File: src/rtl/lsu_mem_stage.sv
// MEM-stage load/store unit: request/response handshake to a variable-latency data memory,
// with byte-lane steering, load extension, pipeline stall and a watchdog abort.
module lsu_mem_stage #(
  parameter int MAX_WAIT = 255
) (
  input  logic        clk,
  input  logic        rst_n,
  input  logic        req_valid,
  input  logic        req_we,
  input  logic [2:0]  req_funct3,
  input  logic [31:0] req_addr,
  input  logic [31:0] req_wdata,
  output logic        busy,
  output logic        rsp_valid,
  output logic [31:0] rsp_rdata,
  output logic        err,
  output logic        mem_req,
  output logic        mem_we,
  output logic [31:0] mem_addr,
  output logic [31:0] mem_wdata,
  output logic [3:0]  mem_be,
  input  logic        mem_ready,
  input  logic        mem_rvalid,
  input  logic [31:0] mem_rdata
);
  localparam int WD_W = $clog2(MAX_WAIT + 1);
  localparam logic [WD_W-1:0] WD_LAST = WD_W'(MAX_WAIT - 1);

  typedef enum logic [1:0] {IDLE, REQ, WAIT_R, DONE} state_t;

  state_t          state_q, state_d;
  logic [WD_W-1:0] wd_cnt;
  logic [2:0]      funct3_q;
  logic [1:0]      offset_q;
  logic            legal, wd_expire;
  logic            issue, reject, finish, capture, abort;

  function automatic logic req_legal(input logic we, input logic [2:0] f3, input logic [1:0] off);
    logic ok;
    case (f3)
      3'b000:  ok = 1'b1;
      3'b001:  ok = ~off[0];
      3'b010:  ok = (off == 2'b00);
      3'b100:  ok = ~we;
      3'b101:  ok = ~we & ~off[0];
      default: ok = 1'b0;
    endcase
    return ok;
  endfunction

  function automatic logic [3:0] byte_en(input logic [1:0] size, input logic [1:0] off);
    logic [3:0] be;
    case (size)
      2'b00:   be = 4'b0001 << off;
      2'b01:   be = 4'b0011 << {off[1], 1'b0};
      default: be = 4'b1111;
    endcase
    return be;
  endfunction

  // Replicate narrow store data so the enabled lanes carry it whatever the offset.
  function automatic logic [31:0] store_data(input logic [1:0] size, input logic [31:0] w);
    logic [31:0] d;
    case (size)
      2'b00:   d = {4{w[7:0]}};
      2'b01:   d = {2{w[15:0]}};
      default: d = w;
    endcase
    return d;
  endfunction

  function automatic logic [31:0] load_extract(input logic [2:0] f3, input logic [1:0] off,
                                               input logic [31:0] word);
    logic [7:0]  b;
    logic [15:0] h;
    logic [31:0] r;
    b = word[{off, 3'b000} +: 8];
    h = off[1] ? word[31:16] : word[15:0];
    case (f3)
      3'b000:  r = {{24{b[7]}}, b};
      3'b100:  r = {24'h0, b};
      3'b001:  r = {{16{h[15]}}, h};
      3'b101:  r = {16'h0, h};
      default: r = word;
    endcase
    return r;
  endfunction

  always_comb begin
    state_d   = state_q;
    busy      = 1'b0;
    issue     = 1'b0;
    reject    = 1'b0;
    finish    = 1'b0;
    capture   = 1'b0;
    abort     = 1'b0;
    legal     = req_legal(req_we, req_funct3, req_addr[1:0]);
    wd_expire = (wd_cnt >= WD_LAST);
    case (state_q)
      IDLE: begin
        busy = req_valid;
        if (req_valid) begin
          if (legal) begin
            issue   = 1'b1;
            state_d = REQ;
          end else begin
            reject  = 1'b1;
            state_d = DONE;
          end
        end
      end
      REQ: begin
        busy = 1'b1;
        if (mem_ready) begin
          if (mem_we) begin
            finish  = 1'b1;
            state_d = DONE;
          end else if (mem_rvalid) begin
            capture = 1'b1;
            state_d = DONE;
          end else begin
            state_d = WAIT_R;
          end
        end else if (wd_expire) begin
          abort   = 1'b1;
          state_d = DONE;
        end
      end
      WAIT_R: begin
        busy = 1'b1;
        if (mem_rvalid) begin
          capture = 1'b1;
          state_d = DONE;
        end else if (wd_expire) begin
          abort   = 1'b1;
          state_d = DONE;
        end
      end
      default: state_d = IDLE;
    endcase
  end

  // Request issue, handshake and completion registers
  always_ff @(posedge clk or negedge rst_n) begin
    if (!rst_n) begin
      state_q   <= IDLE;
      wd_cnt    <= '0;
      mem_req   <= 1'b0;
      mem_we    <= 1'b0;
      mem_addr  <= '0;
      mem_wdata <= '0;
      mem_be    <= '0;
      rsp_valid <= 1'b0;
      rsp_rdata <= '0;
      err       <= 1'b0;
    end else begin
      state_q   <= state_d;
      rsp_valid <= 1'b0;
      err       <= 1'b0;
      if ((state_q == REQ || state_q == WAIT_R) && (state_d == REQ || state_d == WAIT_R))
        wd_cnt <= wd_cnt + 1'b1;
      else
        wd_cnt <= '0;
      if (issue) begin
        mem_req   <= 1'b1;
        mem_we    <= req_we;
        mem_addr  <= {req_addr[31:2], 2'b00};
        mem_be    <= byte_en(req_funct3[1:0], req_addr[1:0]);
        mem_wdata <= store_data(req_funct3[1:0], req_wdata);
      end
      if (state_q == REQ && (mem_ready || abort))
        mem_req <= 1'b0;
      if (reject || abort || finish || capture) begin
        rsp_valid <= 1'b1;
        err       <= reject | abort;
        rsp_rdata <= capture ? load_extract(funct3_q, offset_q, mem_rdata) : '0;
      end
    end
  end

  // Access attributes needed only at load capture
  always_ff @(posedge clk) begin
    if (issue) begin
      funct3_q <= req_funct3;
      offset_q <= req_addr[1:0];
    end
  end
endmodule
File: config.mk
export PLATFORM = sky130hd
export DESIGN_NAME = lsu_mem_stage
export DESIGN_NICKNAME = d
export VERILOG_FILES = /design/src/rtl/lsu_mem_stage.sv
export SDC_FILE = /design/constraint.sdc
export NUM_CORES = 1
export LEC_CHECK = 0
export ABC_AREA = 1
export CAP_MARGIN = 20
export CELL_PAD_IN_SITES_DETAIL_PLACEMENT = 0
export CELL_PAD_IN_SITES_GLOBAL_PLACEMENT = 1
export CORE_ASPECT_RATIO = 1.75
export CORE_UTILIZATION = 34
export CTS_CLUSTER_DIAMETER = 200
export DETAILED_ROUTE_END_ITERATION = 8
export PLACE_DENSITY = 0.95
export SYNTH_ARGS = -nofsm -noshare
export SYNTH_HDL_FRONTEND = slang
export SYNTH_SLANG_ARGS = --single-unit
File: constraint.sdc
create_clock -name clk -period 2.7 [get_ports clk]
set_input_delay 0.54 -clock clk [delete_from_list [all_inputs] [get_ports clk]]
set_output_delay 0.54 -clock clk [all_outputs]
set_load 0.05 [all_outputs]
After elaboration in Yosys (flattened, before gate mapping)
Index checks and enable logic that the tools add are counted.

$add $sub $neg: 1. Order comparisons: 1. Equality and inequality tests: 12. Shifts and indexed selects: 3. Multiplexer cells: 37. Bitwise operators: 4. Reductions and logical operators: 15.

Operators by type and width (number): one-hot mux 32 bit (4 select lines) (1); one-hot mux 32 bit (2 select lines) (1); 2-to-1 mux 32 bit (1); variable part select 32 x 6 -> 8 bit (1); 2-to-1 mux 1 bit (21); 2-to-1 mux 16 bit (1); equality test 3 bit (second input constant) (4); 2-to-1 mux 2 bit (5); adder 8 x 1 -> 8 bit (second input constant) (1); greater-or-equal comparator 8 bit (second input constant) (1); 2-to-1 mux 8 bit (1); one-hot mux 4 bit (2 select lines) (1); equality test 2 x 1 -> 1 bit (second input constant) (3); equality test 3 x 1 -> 1 bit (second input constant) (2); logical NOT 2 bit (3); logical NOT 3 bit (2); logical OR 1 bit (6); one-hot mux 1 bit (2 select lines) (3); one-hot mux 2 bit (3 select lines) (1); one-hot mux 1 bit (5 select lines) (1); equality test 2 bit (second input constant) (2); << shifter 1 x 2 -> 4 bit (first input constant) (1); << shifter 2 x 2 -> 4 bit (first input constant) (1); equality test 3 x 2 -> 1 bit (second input constant) (1); other kinds (6) (8).

Bits in registers: 117. Bits of input ports: 105. Output and inout port bits: 105. Word-level logic and storage cells: 85.

Longest topological paths before layout
Gate-level depths: netlist (run 1).

Depth in word-level cells: 10. Mapped depth: 12. Gate-level depth less buffers: 12.

Worst setup path before layout (run 1)
No wires, ideal clock.

Path type: flip-flop to output port. Start point: register state_q[0]. End point: output busy. Arrival: 1.571 ns. Required time: 2.160 ns. Slack: 0.589 ns. Stages on the path, launching flop included: 7. Buffers on the path: 0. Cell sequence: dfrtp_1 -> inv_1 -> ha_1 -> nand2_1 -> inv_1 -> nor2_1 -> nor2_1.

Longest elaborated chain between the ends: 3. Elaborated cells on any way between the ends: 5. Classes of those cells: eq/ne (2); mux (1); reduce/logical (2).

Ends and longest elaborated chain: from (decl) (RTL line 31) `state_t state_q, state_d;`; from (signal assigned) (RTL line 157) `state_q <= state_d;`; equality test 2 x 1 -> 1 bit / equality test 2 bit (equally long branches) (RTL line 99) `case (state_q)`; OR reduction 2 bit (no line); one-hot mux 1 bit (2 select lines) * (RTL line 99); to (decl) (RTL line 13) `output logic busy,`.

Mark *: on every way between the ends. The rest lies on a longest branch, timed or not.

Final worst setup path (run 1)
Start point: register state_q[1]. End point: output busy.

The elaborated chain is that of the path after synthesis.

==> metrics, run 1 <==
first-pass GRT wire length 27400 µm; total CTS buffers 17; P_int 0.00566 W; final worst slack 352 ps; sequential cell area 2950 µm²; CTS root buf clkbuf_16; crit path launch state_q[1]; later-pin clock latency in the skew report 410 ps; CP endpoint kind primary output; area delta synth->final 51.0%; synth unique cells 35; ratio of cells with drive above 1 in the final layout 6.15%; Port Buffer Count 207; power share of the sequential group 27.3%; CP arrival 1810 ps; VDD IR-drop max 0.000760 V; Slew @ Worst Pin 793 ps; average wire per standard cell 14.9 µm; iteration count of the initial detailed-routing pass 4; mean post-synth cell area 7.85 µm²; crit path launch type flop; Clk network pwr share 19.8%; final hold violation count 0; Cell Rows 62; Die Height 173 µm; crit path max fanout 4; R2R cell count 8; DR vias/cell 4.70; number of diodes 0; post-route ant nets 0; DRC 0; Tcrit/Tclk final 87.0%; vias in the first global route 5546; # resized after CTS 0; die boundary width 99.8 µm; Overflow after GRT 0; Setup crit end busy; hold_buf cts 0; global placer's final weighted congestion 0.797; Post-Syn Instances 725; overall routed net length 17400 µm; TNS Setup 0 ps; clock buffer depth 2; LEAKAGE 4.04 nW; initial antenna violation count 0; fin nets 1041; final setup violation count 0; worst min-delay path class in -> async; Cell Area, Synth 5690 µm²; RSZ-0062 raised after global routing no; minimum clock period 2350 ps; Initial Utilization 34.8%; Placement Setup Slack 267 ps; Fillers 1533; Worst-path clk slew 60 ps; area of the multi-input gates 2260 µm²; Post-Route Utilization 52.5%; post-synthesis sequential area ratio 51.9%; clk_skew 13.7 ps; P_sw 0.00514 W; CP Class reg -> out; final HPWL from detailed placement 12900 µm; GRT Overall Usage 20.7%; 1st-iter DRT viols 277; Power, Total 0.0108 W; TritonCTS clock tree built; Die ar. 17300 µm²; CTS Sinks 117; Core ar. 16400 µm²; worst reg2reg path endpoint rsp_rdata[26]; CTS H-tree lvls 4; YS warnings 0; final slew viol count 0; max_cap viols 0; via count 5489; switch share 47.6%; Reg2Reg Launch Point state_q[0]; combinational share of power 52.9%; Yosys reg bits 117; power density over the cells 1260 nW/µm²; worst relative slew slack 47.1%; # IOs 210; reg2reg setup slack 620 ps; maximum number of pins on one net before global-route repair 81; fmax 426 MHz; post-CTS setup buffer count 0; CP required 2160 ps; status finished clean
cell families after synthesis:
logic type | after synthesis | share of synthesized area [%]
XOR/XNOR | 5 | 0.770
flip-flops | 117 | 51.9
other | 1 | 0.0659
buffers and inverters | 114 | 8.53
adder cells (fa/ha/maj) | 6 | 1.32
AO/OA/AOI/OAI | 153 | 14.0
AND/OR/NAND/NOR | 329 | 23.4
cell usage in the layout, fill, tap and decap left out, types with 5 or more instances in the layout:
cell and count:
clkbuf_16 17, ha_1 6, nand4_1 11, o22ai_1 6, o21ai_1 25, clkinv_4 5, nand2_1 252, nor2_1 39
buf_4 14, o21ai_0 66, buf_12 5, edfxtp_1 5, nand3_1 20, dfrtp_1 112, inv_1 73, clkdlybuf4s50_1 205
a21oi_1 47
worst min-delay path by stage:
stage | from | endpoint | slack [ps]
after global placement | mem_addr[28] | mem_addr[28] | 450
after CTS | rst_n | mem_addr[4] | 140
final | rst_n | mem_addr[4] | 130
after global routing | rst_n | mem_addr[3] | 170
after floorplan | rst_n | err | 240
after detailed placement | mem_addr[14] | mem_addr[14] | 460
stage by stage:
step | cell area, µm² | std cells | hold slack [ps]
final | 8600 | 1167 | 133
after CTS | 8600 | 1167 | 144
after floorplan | 5700 | 726 | 244
after detailed placement | 8030 | 1135 | 457
after global routing | 8600 | 1167 | 172
after global placement | 8030 | 1135 | 453
metal layers:
layer  up-vias  routed length (µm)  GRT usage [%]
met5         -                   0              0
met4         0                 478           8.39
met3        30                1120           6.47
met2       190                9260           37.9
met1      2549                6510           21.4
li1       2720                   -              -
layout make-up:
type                    count  share of cell area [%]
flip-flops and latches    117                    34.4
multi-input cells         495                    26.3
repair buffers            224                    26.3
clock buffers              18                    5.11
inverters                  75                    3.28
well taps                 224                    3.26
clock inverters            14                    1.48
sequential cells by signal, summed over array words and instances (netlist names), 2 cells and up:
| register | cells |
|---|---|
| state_q | 2 |
| funct3_q | 3 |
| mem_wdata | 32 |
| rsp_rdata | 32 |
| wd_cnt | 8 |
| mem_addr | 30 |
| offset_q | 2 |
| mem_be | 4 |
power by group through the flow:
stage / Clock [W] / Combinational, W / Sequential, W
final: 0.00214 / 0.00572 / 0.00295
after global placement: 0 / 0.00571 / 0.00294
after detailed placement: 0 / 0.00575 / 0.00296
after global routing: 0.00227 / 0.00605 / 0.00304
after floorplan: 0 / 0.00126 / 0.00529
after CTS: 0.00220 / 0.00576 / 0.00295
synth_stat cells:
library cell / number / area share, %
buf_2: 15 / 1.3
nor2_1: 39 / 2.6
nand2_2: 1 / 0.11
o22ai_1: 6 / 0.66
o2111ai_1: 2 / 0.31
nand2_1: 252 / 17
clkbuf_2: 1 / 0.088
and3_1: 1 / 0.11
nand2_4: 1 / 0.20
o21ai_0: 66 / 5.8
a21oi_2: 1 / 0.15
ha_1: 6 / 1.3
nand3_1: 20 / 1.8
buf_4: 2 / 0.26
dfrtp_1: 112 / 49
o21bai_1: 1 / 0.13
clkinv_1: 1 / 0.066
xor2_1: 3 / 0.46
o211ai_1: 3 / 0.40
nor2_8: 1 / 0.35
inv_1: 73 / 4.8
xnor2_1: 2 / 0.31
clkbuf_1: 16 / 1.1
or2_1: 1 / 0.11
conb_1: 1 / 0.066
buf_1: 1 / 0.066
nand4_1: 11 / 1.2
buf_6: 4 / 0.79
a21oi_1: 47 / 4.1
nand3_2: 2 / 0.35
edfxtp_1: 5 / 2.6
a31oi_1: 1 / 0.11
a2bb2oi_1: 1 / 0.15
o21ai_1: 25 / 2.2
inv_2: 1 / 0.066
worst max-delay path, cell delays in order, from the launching register on:
cell     delay, ps
dfrtp_1        410
inv_1          120
ha_1           190
nand2_1        150
inv_1          110
nor2_1          50
nor2_1         200
buf_12         170
Note: power is estimated with default switching activity, not from simulation.
==> run 2: changes to the inputs <==
Settings changed: CORE_MARGIN from default to 3.
==> metrics, run 2 (same netlist as run 1, synthesis figures left out) <==
P_int 0.00573 W; highest-count cells in the layout ignoring fill and taps 252 x nand2_1, 205 x clkdlybuf4s50_1, 112 x dfrtp_1, 73 x inv_1, 66 x o21ai_0; # resized after CTS 0; post-CTS setup buffer count 0; Tcrit/Tclk final 86.6%; final HPWL from detailed placement 13200 µm; die boundary width 104 µm; worst min-delay path class in -> async; Worst-path clk slew 60 ps; via count 5477; ratio of cells with drive above 1 in the final layout 6.35%; GRT Overall Usage 19.3%; Die ar. 18400 µm²; Clk network pwr share 20.8%; # IOs 210; vias in the first global route 5499; overall routed net length 17500 µm; Cell Rows 62; sequential cell area 2950 µm²; global placer's final weighted congestion 0.830; Slew @ Worst Pin 585 ps; DR vias/cell 4.69; Power, Total 0.0109 W; Die Height 177 µm; initial antenna violation count 0; CP Class reg -> out; Initial Utilization 34.6%; CP required 2160 ps; Core ar. 16400 µm²; area of the multi-input gates 2260 µm²; total CTS buffers 17; number of diodes 0; LEAKAGE 4.06 nW; CP arrival 1800 ps; CTS Sinks 117; later-pin clock latency in the skew report 410 ps; power density over the cells 1260 nW/µm²; status finished clean; average wire per standard cell 15.0 µm; cell total after placement 1137; final slew viol count 0; CTS H-tree lvls 4; post-route ant nets 0; most common cell after layout, fill and taps aside nand2_1; TNS Setup 0 ps; 1st-iter DRT viols 220; VDD IR-drop max 0.000974 V; combinational share of power 52.3%; P_sw 0.00516 W; non-filler cells, final 1169; clock buffer depth 2; worst relative slew slack 60.9%; RSZ-0062 raised after global routing no; switch share 47.4%; fmax 427 MHz; Overflow after GRT 0; crit path max fanout 4; CTS root buf clkbuf_16; power share of the sequential group 26.9%; hold_buf cts 0; Placement Setup Slack 218 ps; Largest regs mem_wdata: 32 flops, rsp_rdata: 32 flops, mem_addr: 30 flops; final worst slack 360 ps; first-pass GRT wire length 28100 µm; Port Buffer Count 207; area delta synth->final 51.8%; max_cap viols 0; crit path launch type flop; clk_skew 10.1 ps; Post-Route Utilization 52.5%; fin nets 1043; TritonCTS clock tree built; minimum clock period 2340 ps; CP endpoint kind primary output; Fillers 1578; final setup violation count 0; DRC 0; maximum number of pins on one net before global-route repair 63; final hold violation count 0; iteration count of the initial detailed-routing pass 4
run 2: cell types whose count changed in the layout (fill, tap and decap cells not counted):
cell,previous run,this run
bufinv_16,1,2
inv_8,0,1
clkinv_4,5,4
buf_4,14,16
inv_6,2,5
inv_4,1,0
clkinv_2,3,1
clkbuf_8,1,0
run 2: worst paths after layout:
| kind | from | endpoint | slack [ps] | depth (start not counted) |
|---|---|---|---|---|
| worst min register to register | mem_addr[10] | mem_addr[10] | 470 | 2 |
| worst max register to register | state_q[0] | rsp_rdata[23] | 740 | 9 |
| max in group asynchronous | rst_n | mem_addr[15] | 1780 | 2 |
| worst max-delay path | state_q[0] | busy | 360 | 7 |
| worst min-delay path | rst_n | rsp_rdata[19] | 110 | 1 |
| min in group clk | mem_addr[10] | mem_addr[10] | 470 | 2 |
run 2: area by class of cell:
cell class                 instances  area share (%)
sequential                       117            34.2
timing repair buffer             226            26.3
multi-input combinational        495            26.1
clock buffer                      17            4.92
inverter                          75            3.26
tap                              224            3.24
clock inverter                    15            1.97
run 2: stage by stage:
step	cell area [µm²]	hold WS (ps)
finish	8640	114
global route	8640	136
CTS	8640	126
detailed placement	8040	457
global placement	8040	454
floorplan	5700	244
run 2: worst max-delay path: stages, from the launching register on:
cell and delay (ps):
dfrtp_1 410, inv_1 110, ha_1 190, nand2_1 160, inv_1 110, nor2_1 50
nor2_1 190, buf_12 170
run 2: power by group through the flow:
stage / sequential, W / clock, W / combinational (W)
floorplan: 0.00529 / 0 / 0.00126
global placement: 0.00293 / 0 / 0.00569
detailed placement: 0.00294 / 0 / 0.00574
CTS: 0.00293 / 0.00233 / 0.00575
global route: 0.00302 / 0.00241 / 0.00603
finish: 0.00293 / 0.00227 / 0.00569
run 2: routing by layer:
| metal | global-route usage [%] | part of all wire (%) | vias up |
|---|---|---|---|
| met5 | 0 | 0 | - |
| met4 | 8.43 | 3.2 | 0 |
| met3 | 5.44 | 6.4 | 38 |
| met2 | 35.3 | 53 | 203 |
| met1 | 20.7 | 38 | 2508 |
| li1 | - | - | 2728 |
==> run 3: changes to the inputs <==
Settings changed: SLEW_MARGIN from default to 5.
==> results of run 3 <==
No change in the layout: final DEF, timing and power equal those of run 2.
